==> config.mk <==
export PLATFORM = sky130hd
export DESIGN_NAME = pc_fetch_ctrl
export DESIGN_NICKNAME = d
export VERILOG_FILES = /design/src/rtl/pc_fetch_ctrl.sv
export SDC_FILE = /design/constraint.sdc
export NUM_CORES = 1
export LEC_CHECK = 0
export ABC_AREA = 0
export CAP_MARGIN = 40
export CORE_AREA = 10 10 132 134
export DETAILED_ROUTE_END_ITERATION = 8
export DIE_AREA = 0 0 142 144
export GPL_TIMING_DRIVEN = 0
export PLACE_DENSITY = 0.82
export SLEW_MARGIN = 20
export SYNTH_ARGS = -nofsm -noshare
export SYNTH_HDL_FRONTEND = slang
export SYNTH_SLANG_ARGS = --single-unit
==> constraint.sdc <==
create_clock -name clk -period 2.14 [get_ports clk]
set_input_delay 0.321 -clock clk [delete_from_list [all_inputs] [get_ports clk]]
set_output_delay 0.321 -clock clk [all_outputs]
set_load 0.05 [all_outputs]
==> src/rtl/pc_fetch_ctrl.sv <==
// Fetch-stage program counter with next-PC selection (sequential, branch, jump, jr)
// and a single-entry pending slot for redirects that arrive while fetch is stalled.
//
// state | meaning
// BOOT  | out of reset, valid low; first edge moves to RUN, redirects ignored
// RUN   | valid high, no redirect pending
// HOLD  | valid high, a redirect target waits in pend_q for ready
module pc_fetch_ctrl #(
   parameter logic [31:0] RESET_PC = 32'h0000_0000
) (
   input  logic        clk,
   input  logic        rst,
   input  logic        ready,
   input  logic [31:0] redir_pc4,
   input  logic        branch,
   input  logic [31:0] branch_off,
   input  logic        jump,
   input  logic [25:0] jump_idx,
   input  logic        jr,
   input  logic [31:0] jr_addr,
   output logic [31:0] pc,
   output logic [31:0] pc_plus4,
   output logic        valid,
   output logic        misalign
);

   typedef enum logic [1:0] {BOOT, RUN, HOLD} state_t;

   state_t      state_q, state_d;
   logic [31:0] pc_q, pc_d;
   logic [31:0] pend_q, pend_d;
   logic        mis_q, mis_d;
   logic        redir;
   logic [31:0] redir_tgt;

   assign pc       = pc_q;
   assign pc_plus4 = pc_q + 32'd4;
   assign valid    = (state_q != BOOT);
   assign misalign = mis_q;
   assign redir    = branch | jump | jr;

   // jr outranks jump, which outranks branch
   always_comb begin
      redir_tgt = redir_pc4 + branch_off;
      if (jr) begin
         redir_tgt = {jr_addr[31:2], 2'b00};
      end else if (jump) begin
         redir_tgt = {redir_pc4[31:28], jump_idx, 2'b00};
      end
   end

   always_comb begin
      state_d = state_q;
      pc_d    = pc_q;
      pend_d  = pend_q;
      mis_d   = mis_q;
      case (state_q)
         BOOT: begin
            state_d = RUN;
         end
         RUN: begin
            if (redir && ready) begin
               pc_d = redir_tgt;
            end else if (redir) begin
               pend_d  = redir_tgt;
               state_d = HOLD;
            end else if (ready) begin
               pc_d = pc_plus4;
            end
         end
         HOLD: begin
            // a fresh redirect supersedes the one already pending
            if (ready) begin
               pc_d    = redir ? redir_tgt : pend_q;
               state_d = RUN;
            end else if (redir) begin
               pend_d = redir_tgt;
            end
         end
         default: begin
            state_d = BOOT;
         end
      endcase
      if ((state_q != BOOT) && jr && (jr_addr[1:0] != 2'b00)) begin
         mis_d = 1'b1;
      end
   end

   always_ff @(posedge clk or negedge rst) begin
      if (!rst) begin
         state_q <= BOOT;
         pc_q    <= RESET_PC;
         pend_q  <= 32'h0000_0000;
         mis_q   <= 1'b0;
      end else begin
         state_q <= state_d;
         pc_q    <= pc_d;
         pend_q  <= pend_d;
         mis_q   <= mis_d;
      end
   end

endmodule

==> After elaboration in Yosys (flattened, before gate mapping) <==
Cells that the tools add are included.
{ "totals": {"reg_bits": 67, "output_inout_bits": 66, "in_bits": 128, "elab_cells": 41} }
{ "classes": {"n_eq_ne": 8, "reduce_logical": 10, "add_sub_neg": 2, "bitwise": 2, "mux": 15} }
{ "ops": {"columns": ["cell", "count"], "rows": [
  ["2-to-1 mux 32 bit", 9],
  ["one-hot mux 32 bit (2 select lines)", 2],
  ["adder 32 x 3 -> 32 bit (second input constant)", 1],
  ["adder 32 bit", 1],
  ["inequality test 2 bit (second input constant)", 4],
  ["2-to-1 mux 2 bit", 3],
  ["inequality test 3 bit (second input constant)", 2],
  ["one-hot mux 2 bit (3 select lines)", 1],
  ["AND reduction 3 bit", 2],
  ["nonzero test 2 bit", 3],
  ["AND reduction 4 bit", 1],
  ["logical AND 1 bit", 3],
  ["== test 2 x 1 -> 1 bit (second input constant)", 1],
  ["== test 2 bit (second input constant)", 1],
  ["logical NOT 2 bit", 1],
  ["OR 1 bit", 2]
]} }

==> Depth between registers and ports, before layout <==
{ "depth": {"ltp_word": 6, "ltp_mapped": 12, "depth_no_buf": 12} }

==> Worst setup path before layout <==
Ideal clock, no wire load.
{ "synth_path": {"kind": "flip-flop to flip-flop", "startpoint": "reg pc_q[2], in the netlist pc[2]", "endpoint": "reg pc_q[22], in the netlist pc[22]", "arrival_time_ns": 3.357, "synth_period_minus_slack_ns": 3.439, "stages_incl_launch_ff": 11, "t_required_ns": 2.058, "path_slack_ns": -1.299, "path_buffers": 0, "cell_sequence": "dfrtp_1 -> ha_1 -> nand2_1 -> or3_1 -> or3_1 -> xnor2_1 -> nor2_1 -> or3_1 -> a21oi_1 -> a21oi_1 -> a31oi_1"} }
{ "synth_via": {"elab_chain_cells": 5} }
{ "synth_rtl": {"columns": ["element", "line_no", "source"], "rows": [
  ["from (decl)", "30", "logic [31:0] pc_q, pc_d;"],
  ["from (signal assigned)", "97", "pc_q <= pc_d;"],
  ["adder 32 x 3 -> 32 bit", "37", "assign pc_plus4 = pc_q + 32'd4;"],
  ["named net pc_plus4[22]", "22", "output logic [31:0] pc_plus4,"],
  ["2-to-1 mux 32 bit", "67", "end else if (ready) begin"],
  ["2-to-1 mux 32 bit", "64", "end else if (redir) begin"],
  ["2-to-1 mux 32 bit", "62", "if (redir && ready) begin"],
  ["one-hot mux 32 bit (2 select lines)", "57", "case (state_q)"]
]} }
The timed path passes the listed nets, and every way through them passes these cells. The select of a mux whose other input is x is not followed.
A chain may end at the register's enable or synchronous reset.

==> Worst setup path in the final report <==
{ "layout_path": {"startpoint": "in redir_pc4[0]", "endpoint": "reg pc_q[20], in the netlist pc[20]"} }
{ "layout_via": {"elab_chain_cells": 6} }
{ "layout_rtl": {"columns": ["element", "line_no", "source"], "rows": [
  ["from (decl)", "14", "input logic [31:0] redir_pc4,"],
  ["adder 32 bit (*)", "44", "redir_tgt = redir_pc4 + branch_off;"],
  ["2-to-1 mux 32 bit (*)", "47", "end else if (jump) begin"],
  ["2-to-1 mux 32 bit (*)", "45", "if (jr) begin"],
  ["2-to-1 mux 32 bit", null, null],
  ["2-to-1 mux 32 bit", "73", "if (ready) begin"],
  ["one-hot mux 32 bit (2 select lines) (*)", "57", null]
]} }
Every way passes the cells marked *; elsewhere a longest branch is shown, timed or not. The select of a mux whose other input is x is not followed.

==> out/summary.txt <==
status: finished with violations
failing checks: setup timing
commonest non-fill, non-tap cells in the layout: buf_4, nand2_1, clkdlybuf4s50_1
Synth top area share: 26.03%
Die Span Y: 144 um
Final Hold Fails: 0
Placement Rows: 45
fmax: 378.3 MHz
most common cell after layout, fill and taps aside: buf_4
# setup viols final: 69
WP buf/inv: 4
DRC: 0
final routed wire length divided by cell count: 26.42 um
clock buffer count from CTS: 9
hold depth: 3
Final GP Congestion: 0.9678
first-pass GRT wire length: 49370 um
CP top delay family: compound AO/OA/AOI/OAI gates
Area growth syn-to-layout: 86.56%
Yosys warnings: 0
Syn Area/Cell: 7.525 um2
DRT Pass-1 Iters: 9
worst reg2reg path endpoint: pc[22]
Static Leak: 5.040 nW
Max IR drop VDD: 0.8462 mV
core area: 14860 um2
critical path fanouts, max: 4
Area contributors post-synth: dfrtp_1, nand2_1, ha_1
most frequent cell on the critical path: o211ai_1
Iter 0 DRT Violations: 1508
# nets final: 1359
via count: 9377
die width: 142 um
max_cap viols: 0
initial core utilization: 43.33%
Worst EP required: 2.41 ns
Final Cycle Share: 123.5%
Fill cells: 869
Worst Hold Class: in -> reg
Crit path arrival time: 2.91 ns
worst r2r path cells: 11
Post-Route M1 WL: 12140 um
CTS root buf: clkbuf_16
fin crit period: 2.644 ns
Longest Clk Path Bufs: 2
TritonCTS clock tree: done
met3 routed WL: 4401 um
vias in the first global route: 9006
critical setup path kind: in -> reg
CP Launch Type: input port
Setup Skew: 0.009541 ns
number of synthesized flops with an enable pin: 0
uppermost layer routed: met5
Post-DP HPWL: 21550 um
worst-path cell chain: buf_6, ha_4, inv_2, fa_2, nor2b_4, o2111ai_4, a21oi_4, o211ai_1, buf_4, o211ai_1, o211ai_1, buf_4, o21ai_0, o21ai_0, a21oi_1
Rel. slew slack: 49.04%
vias per cell: 6.761
Cell Area, Placed: 9155 um2
ant diodes: 0
Non-Filler Cell Area, Final: 12020 um2
reg-to-reg critical path startpoint: pc[2]
H-tree depth: 3
CP peak stage delay: 0.36 ns
Worst-Margin Slew: 0.7644 ns
area of the multi-input gates: 6412 um2
Port Buffers: 192
Post-Syn Area: 6441 um2
register area share after synthesis: 26.03%
worst skew pair latency: 0.35 ns
Worst-path clk slew: 0.06 ns
DIE AREA: 20450 um2
Worst path slowest cell: fa_2
IO Pins: 194
Synthesized Nets: 1020
RSZ-0062 raised after global routing: true
Register-to-Register Setup Slack: -0.38 ns
Register Area: 1700 um2
fin cells: 1387
ys flop type: dfrtp_1
Placed Cells: 1237
synth unique cells: 65
hold path start: branch_off[0]
antenna-violating nets left: 0
post-synth top area cell: dfrtp_1
power density cells: 1167 nW/um2
share of cells above drive strength 1: 42.70%
max-slew violation count: 0
post-synthesis async set-or-reset flop share: 100.0%
gr ovfl total: 0
Sink Count: 67
Hold Path End: pend_q[0]
pin count of the biggest net entering global routing: 43
met2 wire length: 17300 um
Routed WL: 36640 um
fin worst setup slack: -0.5037 ns
Crit. End Element: register
synthesized flop and latch total: 67
antenna violations before repair: 1
GRT Overall Usage: 30.41%
cells after synthesis: 856
==> sequential cells by signal, indices dropped and copies added (netlist names) <==
register / flops
misalign: 1
pend_q: 32
state_q: 2
pc: 32
==> cell families (layout without fill, tap and decap cells) <==
logic type / Yosys count / in the layout / share of synthesized area [%]
AO/OA/AOI/OAI: 310 / 310 / 31.04
AND/OR/NAND/NOR: 309 / 309 / 22.47
buffers and inverters: 70 / 413 / 4.254
flip-flops: 67 / 67 / 26.03
XOR/XNOR: 50 / 50 / 6.799
adder cells (fa/ha/maj): 36 / 36 / 7.110
multiplexers: 14 / 14 / 2.292
==> cell type report <==
| type | instances | area share (%) |
|---|---|---|
| Inverter | 17 | 0.5623 |
| Sequential cell | 67 | 14.15 |
| Tap cell | 188 | 1.958 |
| Clock inverter | 2 | 0.2915 |
| Buffer | 40 | 1.916 |
| Timing Repair Buffer | 341 | 25.59 |
| Clock buffer | 13 | 2.166 |
| Multi-Input combinational cell | 719 | 53.36 |
==> per-layer routing <==
layer	up-vias	global-route usage [%]
met5	-	0
met4	2	19.04
met3	259	8.232
met2	888	50.18
met1	4381	34.20
li1	3847	-
==> where the power goes <==
group / leakage [nW] / total (mW) / internal (mW) / switching (mW)
combinational: 4.11 / 9.84 / 3.83 / 6.01
sequential: 0.786 / 2.64 / 1.92 / 0.717
clock: 0.146 / 1.54 / 0.959 / 0.581
==> worst max-delay path by stage <==
stage                 start           end  slack, ns  depth (start not counted)
6_report       redir_pc4[0]        pc[20]      -0.50                         15
5_1_grt        redir_pc4[0]        pc[20]      -0.57                         15
4_1_cts               pc[4]  pc_plus4[31]      -0.53                          7
3_5_place_dp   redir_pc4[0]        pc[28]      -1.35                         13
3_3_place_gp            rst        pc[16]      -1.87                          1
2_1_floorplan         pc[2]        pc[22]      -0.57                         10
==> worst register-to-register path: stages, from the launching register on <==
cell and delay [ns]:
dfrtp_2 0.41, ha_4 0.16, nand2_4 0.06, or3_4 0.36
or3_4 0.38, buf_6 0.15, xnor2_4 0.20, nor2_1 0.07
or3_1 0.31, a21oi_1 0.14, a21oi_1 0.05, a31oi_1 0.15
==> metrics by stage <==
stage	utilization [%]	hold slack (ns)	power, mW	setup WS (ns)	TNS [ns]
floorplan	-	0.02541	7.846	-0.5701	-9.935
global route	80.84	0.3726	14.53	-0.5740	-23.76
finish	80.84	0.3635	14.02	-0.5037	-19.10
CTS	74.87	0.3605	12.92	-0.5350	-15.80
detailed placement	61.59	0.2590	10.49	-1.351	-80.34
global placement	61.47	0.4535	10.34	-1.872	-190.59
==> synthesized netlist by cell type, types with 17 or more instances <==
| master | n |
|---|---|
| nand2_1 | 125 |
| a21oi_1 | 74 |
| ha_1 | 35 |
| xor2_1 | 25 |
| clkbuf_1 | 43 |
| nor2_1 | 68 |
| inv_1 | 17 |
| nand3_1 | 24 |
| dfrtp_1 | 67 |
| xnor2_1 | 25 |
| o21ai_0 | 71 |
| o211ai_1 | 19 |
==> timing repair <==
item                       CTS  global route
hold buffers                 1             0
hold endpoints to repair    25             0
setup endpoints to repair   95            90
setup buffers               98            58
pin swaps                  125           126
gates resized for setup    507           183
No activity file was read; power rests on OpenSTA's default activity.
